### src/rtl/dct_zigzag_serializer.sv
// dct_zigzag_serializer
//
// Purpose: takes a finished 8x8 coefficient block from the 2-D DCT core.
// It waits for the rising edge of dct_done, then captures the block one
// cycle later, when the DCT output registers are complete. The block goes
// into one of two ping-pong banks. The module then streams the 64
// coefficients one per cycle in JPEG zigzag order. Coefficients pass
// through bit-exact.
//
// Ports:
//   clk        clock, all state updates on posedge
//   rst        synchronous active-high reset
//   data_in    [u][v] coefficient block (u = row / vertical freq,
//              v = column / horizontal freq), SIZE_COEF bits each, signed
//   dct_done   DCT block-done flag (level; only its rising edge matters)
//   out_ready  downstream accepts a beat this cycle
//   out_valid  out_data / out_index / out_last are valid
//   out_data   current coefficient (0 while out_valid is low)
//   out_index  zigzag position 0..63 of out_data
//   out_last   high on the beat at out_index = 63
//   overrun    sticky: a block was dropped because both banks were full
//   full       both banks hold undrained blocks
//
// Stream handshake: a beat transfers on a clock edge where out_valid and
// out_ready are both high. out_valid never depends on out_ready. While
// out_valid is high and out_ready is low, out_data, out_index and out_last
// hold their values until the beat transfers.
module dct_zigzag_serializer #(
    parameter int SIZE_COEF = 11
) (
    input  logic                           clk,
    input  logic                           rst,
    input  logic [7:0][7:0][SIZE_COEF-1:0] data_in,
    input  logic                           dct_done,
    input  logic                           out_ready,
    output logic                           out_valid,
    output logic signed [SIZE_COEF-1:0]    out_data,
    output logic [5:0]                     out_index,
    output logic                           out_last,
    output logic                           overrun,
    output logic                           full
);

    // Builds the zigzag walk as a constant table. Entry k holds the natural
    // (row*8 + col) address of zigzag position k. The walk moves up-right on
    // even anti-diagonals and down-left on odd ones, and turns at the edges.
    function automatic logic [63:0][5:0] build_zz();
        logic [63:0][5:0] tab;
        int r;
        int c;
        tab = '0;
        r   = 0;
        c   = 0;
        for (int i = 0; i < 64; i++) begin
            tab[i] = 6'(r * 8 + c);
            if (((r + c) & 1) == 0) begin
                if (c == 7)      r = r + 1;
                else if (r == 0) c = c + 1;
                else begin
                    r = r - 1;
                    c = c + 1;
                end
            end else begin
                if (r == 7)      c = c + 1;
                else if (c == 0) r = r + 1;
                else begin
                    r = r + 1;
                    c = c - 1;
                end
            end
        end
        return tab;
    endfunction

    localparam logic [63:0][5:0] ZZ_MAP = build_zz();

    // Each bank stores the block in natural order (row*8 + col).
    logic [63:0][SIZE_COEF-1:0] bank_q [2];

    logic       done_q,    done_d;
    logic       cap_q,     cap_d;
    logic       wr_bank_q, wr_bank_d;
    logic       rd_bank_q, rd_bank_d;
    logic [1:0] fill_q,    fill_d;
    logic [5:0] k_q,       k_d;
    logic       overrun_q, overrun_d;

    logic fire;
    logic last_beat;
    logic cap_accept;
    logic cap_drop;
    logic bank_we;
    logic bank_wsel;

    always_comb begin
        done_d    = dct_done;
        // Rising edge of dct_done. The capture strobe is delayed one cycle
        // because the DCT data settles one cycle after its done flag rises.
        cap_d     = dct_done & ~done_q;

        fire      = out_valid & out_ready;
        last_beat = fire & (k_q == 6'd63);

        // If both banks are full, a capture can still be accepted when the
        // draining bank hands over its final beat on the same edge. The read
        // of that beat and the overwrite of the bank happen on one edge, so
        // the old value is read out before the new one is stored.
        cap_accept = cap_q & ((fill_q != 2'd2) | last_beat);
        cap_drop   = cap_q & ~cap_accept;

        // wr_bank equals rd_bank when fill is 2. So the accepted
        // last-beat capture lands in the bank that is just being freed.
        bank_we   = cap_accept;
        bank_wsel = wr_bank_q;

        wr_bank_d = wr_bank_q ^ cap_accept;
        rd_bank_d = rd_bank_q ^ last_beat;
        k_d       = fire ? k_q + 6'd1 : k_q;

        fill_d = fill_q;
        if (cap_accept && !last_beat) begin
            fill_d = fill_q + 2'd1;
        end else if (!cap_accept && last_beat) begin
            fill_d = fill_q - 2'd1;
        end

        overrun_d = overrun_q | cap_drop;
    end

    always_ff @(posedge clk) begin
        if (rst) begin
            done_q    <= 1'b0;
            cap_q     <= 1'b0;
            wr_bank_q <= 1'b0;
            rd_bank_q <= 1'b0;
            fill_q    <= 2'd0;
            k_q       <= 6'd0;
            overrun_q <= 1'b0;
        end else begin
            done_q    <= done_d;
            cap_q     <= cap_d;
            wr_bank_q <= wr_bank_d;
            rd_bank_q <= rd_bank_d;
            fill_q    <= fill_d;
            k_q       <= k_d;
            overrun_q <= overrun_d;
        end
    end

    // Bank contents do not need a reset; they are only read while fill > 0.
    always_ff @(posedge clk) begin
        if (bank_we) begin
            bank_q[bank_wsel] <= data_in;
        end
    end

    always_comb begin
        out_valid = (fill_q != 2'd0);
        out_index = k_q;
        out_last  = out_valid & (k_q == 6'd63);
        out_data  = out_valid ? bank_q[rd_bank_q][ZZ_MAP[k_q]] : '0;
        overrun   = overrun_q;
        full      = (fill_q == 2'd2);
    end

endmodule

### config.mk
export PLATFORM = sky130hd
export DESIGN_NAME = dct_zigzag_serializer
export DESIGN_NICKNAME = d
export VERILOG_FILES = /design/src/rtl/dct_zigzag_serializer.sv
export SDC_FILE = /design/constraint.sdc
export NUM_CORES = 1
export LEC_CHECK = 0
export ABC_AREA = 1
export CAP_MARGIN = 20
export CORE_AREA = 2 2 411 413
export DETAILED_ROUTE_END_ITERATION = 10
export DIE_AREA = 0 0 413 415
export GPL_TIMING_DRIVEN = 0
export PLACE_DENSITY_LB_ADDON = 0.08
export RECOVER_POWER = 50
export SYNTH_ARGS = -nofsm -noshare
export SYNTH_HDL_FRONTEND = slang
export SYNTH_SLANG_ARGS = --single-unit
### constraint.sdc
create_clock -name clk -period 64.2 [get_ports clk]
set_input_delay 19.26 -clock clk [delete_from_list [all_inputs] [get_ports clk]]
set_output_delay 19.26 -clock clk [all_outputs]
set_load 0.005 [all_outputs]
; ---- Yosys cells after proc, flatten, opt, wreduce, memory -nomap -nowiden
; Memories as Yosys holds them, arrays and structs flattened. A register that Yosys moved wholly into a read port is not among the register bits.
; Cells that the tools add are included.
[totals]
memories = 2
mem_bits_ro = 384
output_inout_bits = 21
ram_bits = 1408
elab_cells = 46
ff_bits = 13
in_bits = 708
[mem_list]
columns = name, words, word_bits, read_ports, rd_clocked_by_memory_dff, write_ports, line
row1 = bank_q, 2, 704, 1, 1, 1, 78  ; logic [63:0][SIZE_COEF-1:0] bank_q [2];
row2 = (name not given), 64, 6, 1, 1, 0, 161  ; out_data = out_valid ? bank_q[rd_bank_q][ZZ_MAP[k_q]] : '0;
[op_classes]
magnitude_cmp = 2
reduce_logical = 6
n_mux = 11
eq_ne = 3
addsub = 3
n_bitwise = 12
[ops]
columns = operator, n
row1 = binary-select mux 11 bit (select 6 bit), 1
row2 = two-way mux 11 bit, 2
row3 = two-way mux 6 bit, 3
row4 = less-than comparator 6 x 7 -> 1 bit (second input constant), 2
row5 = adder 6 x 1 -> 6 bit (second input constant), 1
row6 = bitwise AND 1 bit, 6
row7 = equality test 6 bit (second input constant), 1
row8 = two-way mux 2 bit, 2
row9 = nonzero test 2 bit, 2
row10 = two-way mux 1 bit, 3
row11 = adder 2 x 1 -> 2 bit (second input constant), 1
row12 = equality test 2 bit (second input constant), 1
row13 = logical AND 1 bit, 2
row14 = logical NOT 1 bit, 2
row15 = != test 2 bit (second input constant), 1
row16 = inverter 1 bit, 2
row17 = OR 1 bit, 2
row18 = subtractor 2 x 1 -> 2 bit (second input constant), 1
row19 = bitwise XOR 1 bit, 2

; ---- Depth between registers and ports, before layout
[logic_depth]
depth_word = 9
mapped_depth = 15
ltp_nobuf = 15

; ---- Least setup slack after synthesis
; No wires, ideal clock.
[synth_path]
path_type = input to register
from = in out_ready
to = mem bank_q[1][0] in the netlist's numbering (enable)
stages = 5
t_arrival_ps = 36089
path_slack_ps = 26942
path_cell_list = nand2_2 > nor4_1 > inv_1 > a21boi_0 > ha_1
[synth_between]
elab_chain_len = 6
[synth_rtl]
columns = item, line
row1 = "start, declared", 35  ; input logic out_ready,
row2 = bitwise AND 1 bit, 101  ; fire = out_valid & out_ready;
row3 = bitwise AND 1 bit, 102  ; last_beat = fire & (k_q == 6'd63);
row4 = OR 1 bit, 108  ; cap_accept = cap_q & ((fill_q != 2'd2) | last_beat);
row5 = bitwise AND 1 bit, 108
row6 = two-way mux 1 bit, 152  ; if (bank_we) begin
row7 = two-way mux 1 bit (not written as such), 153  ; bank_q[bank_wsel] <= data_in;
row8 = "end, declared", 78
; No other way between the ends.

==> impl_metrics.tcl <==
set metrics [dict create \
    dp_cells 7819 \
    path_max_fanout 10 \
    drc 0 \
    cts_resized 0 \
    seq_area_frac_synth_pct 73.4 \
    arrival_ns 4.73 \
    period_minus_slack_ns 23.99 \
    clk_pin_slew_ns 0.06 \
    grt_max_degree 58 \
    coreArea_sq_mm 0.167 \
    cp-start-kind "flip-flop" \
    worstSetupPathType "flip-flop to primary output" \
    cts_tree "built" \
    hp-class "flip-flop to flip-flop" \
    grt_use_total_pct 26.3 \
    fmax_mhz 41.7 \
    rr_startpoint "fill_q[0]$_SDFFE_PP0P_" \
    whs_path_depth 1 \
    final_common_cell "nand2_1" \
    dieArea_sq_mm 0.171 \
    min_period_over_period_pct 37.4 \
    fin_util_pct 44.5 \
    setup_violations 0 \
    crit_path_end_kind "primary output" \
    clock_skew_ns 0.0303 \
    postCtsSetupBuffers 0 \
    ys_ff_latch 1427 \
    syn_to_final_growth_pct 27.5 \
    finalHoldViolCount 0 \
    r2r.worst_path.cells 13 \
    finalWirelength_um 229000 \
    drt-vias-per-instance 5.08 \
    ys_types 33 \
    num_rows 150 \
    postRouteAntennaNets 0 \
    final_cell_mix "nand2_1 (1675), edfxtp_1 (1408), nand3_1 (1318)" \
    pre_cts_ws_ns 39.79 \
    cts_made_buffers 163 \
    root_buffer "clkbuf_16" \
    slew_headroom_pct 8.92 \
    netlist_area_sq_mm 0.0581 \
    drtIter0Drc 3460 \
    nets 6503 \
    worstSkewPairLatency_ns 0.81 \
    rrSetupSlack_ns 58.57 \
    cts_sinks 1427 \
    yosys_warnings 0 \
    whs_endpoint "cap_q$_SDFF_PP0_" \
    cts_htree_levels 4 \
    peakVddDrop_uv 27.4 \
    rsz0062_at_grt "no" \
    status "finished, final reports clean" \
    drive_gt1_share_pct 7.86 \
    slew_violations 0 \
    grt-ovfl-total 0 \
    nFillCells 15600 \
    start_util_pct 34.9 \
    vias 41600 \
    grt_pass1_wl_um 311000 \
    max_cap_viol_count 0 \
    antenna_found_initial 233 \
    leakage_uw 0.0267 \
    place_congestion 0.877 \
    fin_cells 8187 \
    grt_pass1_vias 40200 \
    synthesis.instances 4860 \
    setup-tns-final_ns 0 \
    finalWorstSetupSlack_ns 40.21 \
    io_pins 729 \
    clockBufferDepth 3 \
    tightest_slew_ns 1.36 \
    port-buffer-count 727 \
    wl_per_cell_um 28.0 \
    seq_area_sq_mm 0.0427 \
    worstPathRequired_ns 44.94 \
    multi_input_area_sq_mm 0.0135 \
    cts_hold_buf 0 \
    synth_nets 5583 \
    die_w_um 413 \
    hp-start "done_q$_SDFF_PP0_" \
    r2r_end "bank_q[1][414]$_DFFE_PP_" \
    first_pass_iters 5 \
    dp_hpwl_um 173000 \
    power.density_mw_per_mm2 29.0 \
    whs_ns 0.384 \
    die_h_um 415 \
    syn_area_per_cell_sq_um 12.0 \
]
[final cells by class]
cell class                      instances  share of cell area, %
Tap cell                             2204                   3.72
Clock buffer                          210                   5.88
Timing Repair Buffer                  755                   10.8
Inverter                               34                  0.176
Sequential cell                      1427                   57.6
Antenna cell                           77                  0.260
Clock inverter                         81                  0.869
Multi-Input combinational cell       3085                   18.2
Buffer                                314                   2.54
[synth_stat cells]
cell type / number / share of area, %
nor3_1: 2 / 0.017
a21boi_0: 1 / 0.013
clkinv_1: 3 / 0.019
buf_8: 3 / 0.077
or2_2: 1 / 0.011
nand2_2: 1 / 0.011
xor2_1: 1 / 0.015
nor4_1: 2 / 0.022
buf_6: 44 / 0.85
clkbuf_1: 54 / 0.35
dfxtp_1: 19 / 0.65
nor3_2: 1 / 0.017
nand3_2: 2 / 0.034
nand3_1: 1317 / 11
inv_1: 26 / 0.17
nor2_2: 1 / 0.011
o211ai_1: 6 / 0.077
edfxtp_1: 1408 / 73
nand4_1: 1 / 0.011
o31ai_1: 1 / 0.013
inv_2: 4 / 0.026
buf_1: 48 / 0.31
inv_4: 1 / 0.011
nor2_4: 1 / 0.019
o21ai_1: 1 / 0.0086
nor2_1: 33 / 0.21
ha_1: 15 / 0.32
o21ai_0: 16 / 0.14
a21oi_1: 8 / 0.069
buf_2: 118 / 1.0
buf_12: 1 / 0.034
buf_4: 46 / 0.59
nand2_1: 1674 / 11
[worst max-delay path by stage]
| stage | end | slack (ns) | from |
|---|---|---|---|
| 2_1_floorplan | bank_q[1][0]$_DFFE_PP_ | 26.94 | out_ready |
| 3_3_place_gp | bank_q[1][398]$_DFFE_PP_ | 13.55 | out_ready |
| 3_5_place_dp | bank_q[1][398]$_DFFE_PP_ | 39.79 | out_ready |
| 4_1_cts | out_data[3] | 40.18 | flip-flop |
| 5_1_grt | out_data[3] | 40.09 | flip-flop |
| 6_report | out_data[4] | 40.21 | flip-flop |
[kinds of logic (layout without fill, tap and decap cells)]
family	count (synthesis)	after routing	synth area share, %
and+or+nand+nor	3036	3036	22.5
adders and majority gates	15	15	0.323
other	0	77	0
xor gates and xnor gates	1	1	0.0151
AOI/OAI and AO/OA	33	33	0.319
buffers and inverters	348	1394	3.46
DFF	1427	1427	73.4
[layer usage]
| metal | share of wire, % | GRT usage (%) | vias to the layer above |
|---|---|---|---|
| li1 | - | - | 19200 |
| met1 | 42 | 34.7 | 20200 |
| met2 | 47 | 43.2 | 1558 |
| met3 | 7.0 | 5.71 | 560 |
| met4 | 3.6 | 7.92 | 58 |
| met5 | 0.16 | 0 | - |
[per-stage QoR]
step,total power [uW],instance area (sq um)
2_1_floorplan,1190,58100
3_3_place_gp,1330,68200
3_5_place_dp,1300,68900
4_1_cts,2180,74000
5_1_grt,2220,74000
6_report,2150,74100
[critical path, stage by stage, from the launching register on]
cell and delay, ns:
dfxtp_1 0.29, buf_2 0.26, inv_2 0.41, clkbuf_1 0.88, buf_2 0.48, nand3_1 0.33
nand2_1 0.16, nand2_1 0.06, nand3_1 0.09, nand2_1 0.08, nor2_1 0.17, nor2_1 0.07
clkdlybuf4s50_1 0.58
[state kept, by name, summed over array words and instances (netlist names), named ones only]
register	flops
cap_q	1
overrun	1
done_q	1
out_index	6
fill_q	2
rd_bank_q	1
bank_wsel	1
bank_q	1408
[power by group]
part	total, uW	leakage (uW)	internal (uW)	switching, uW
Clock	885	0.00244	507	378
Combinational	204	0.0113	69.4	135
Sequential	1060	0.0130	1060	6.10
No activity file was read; power rests on OpenSTA's default activity.
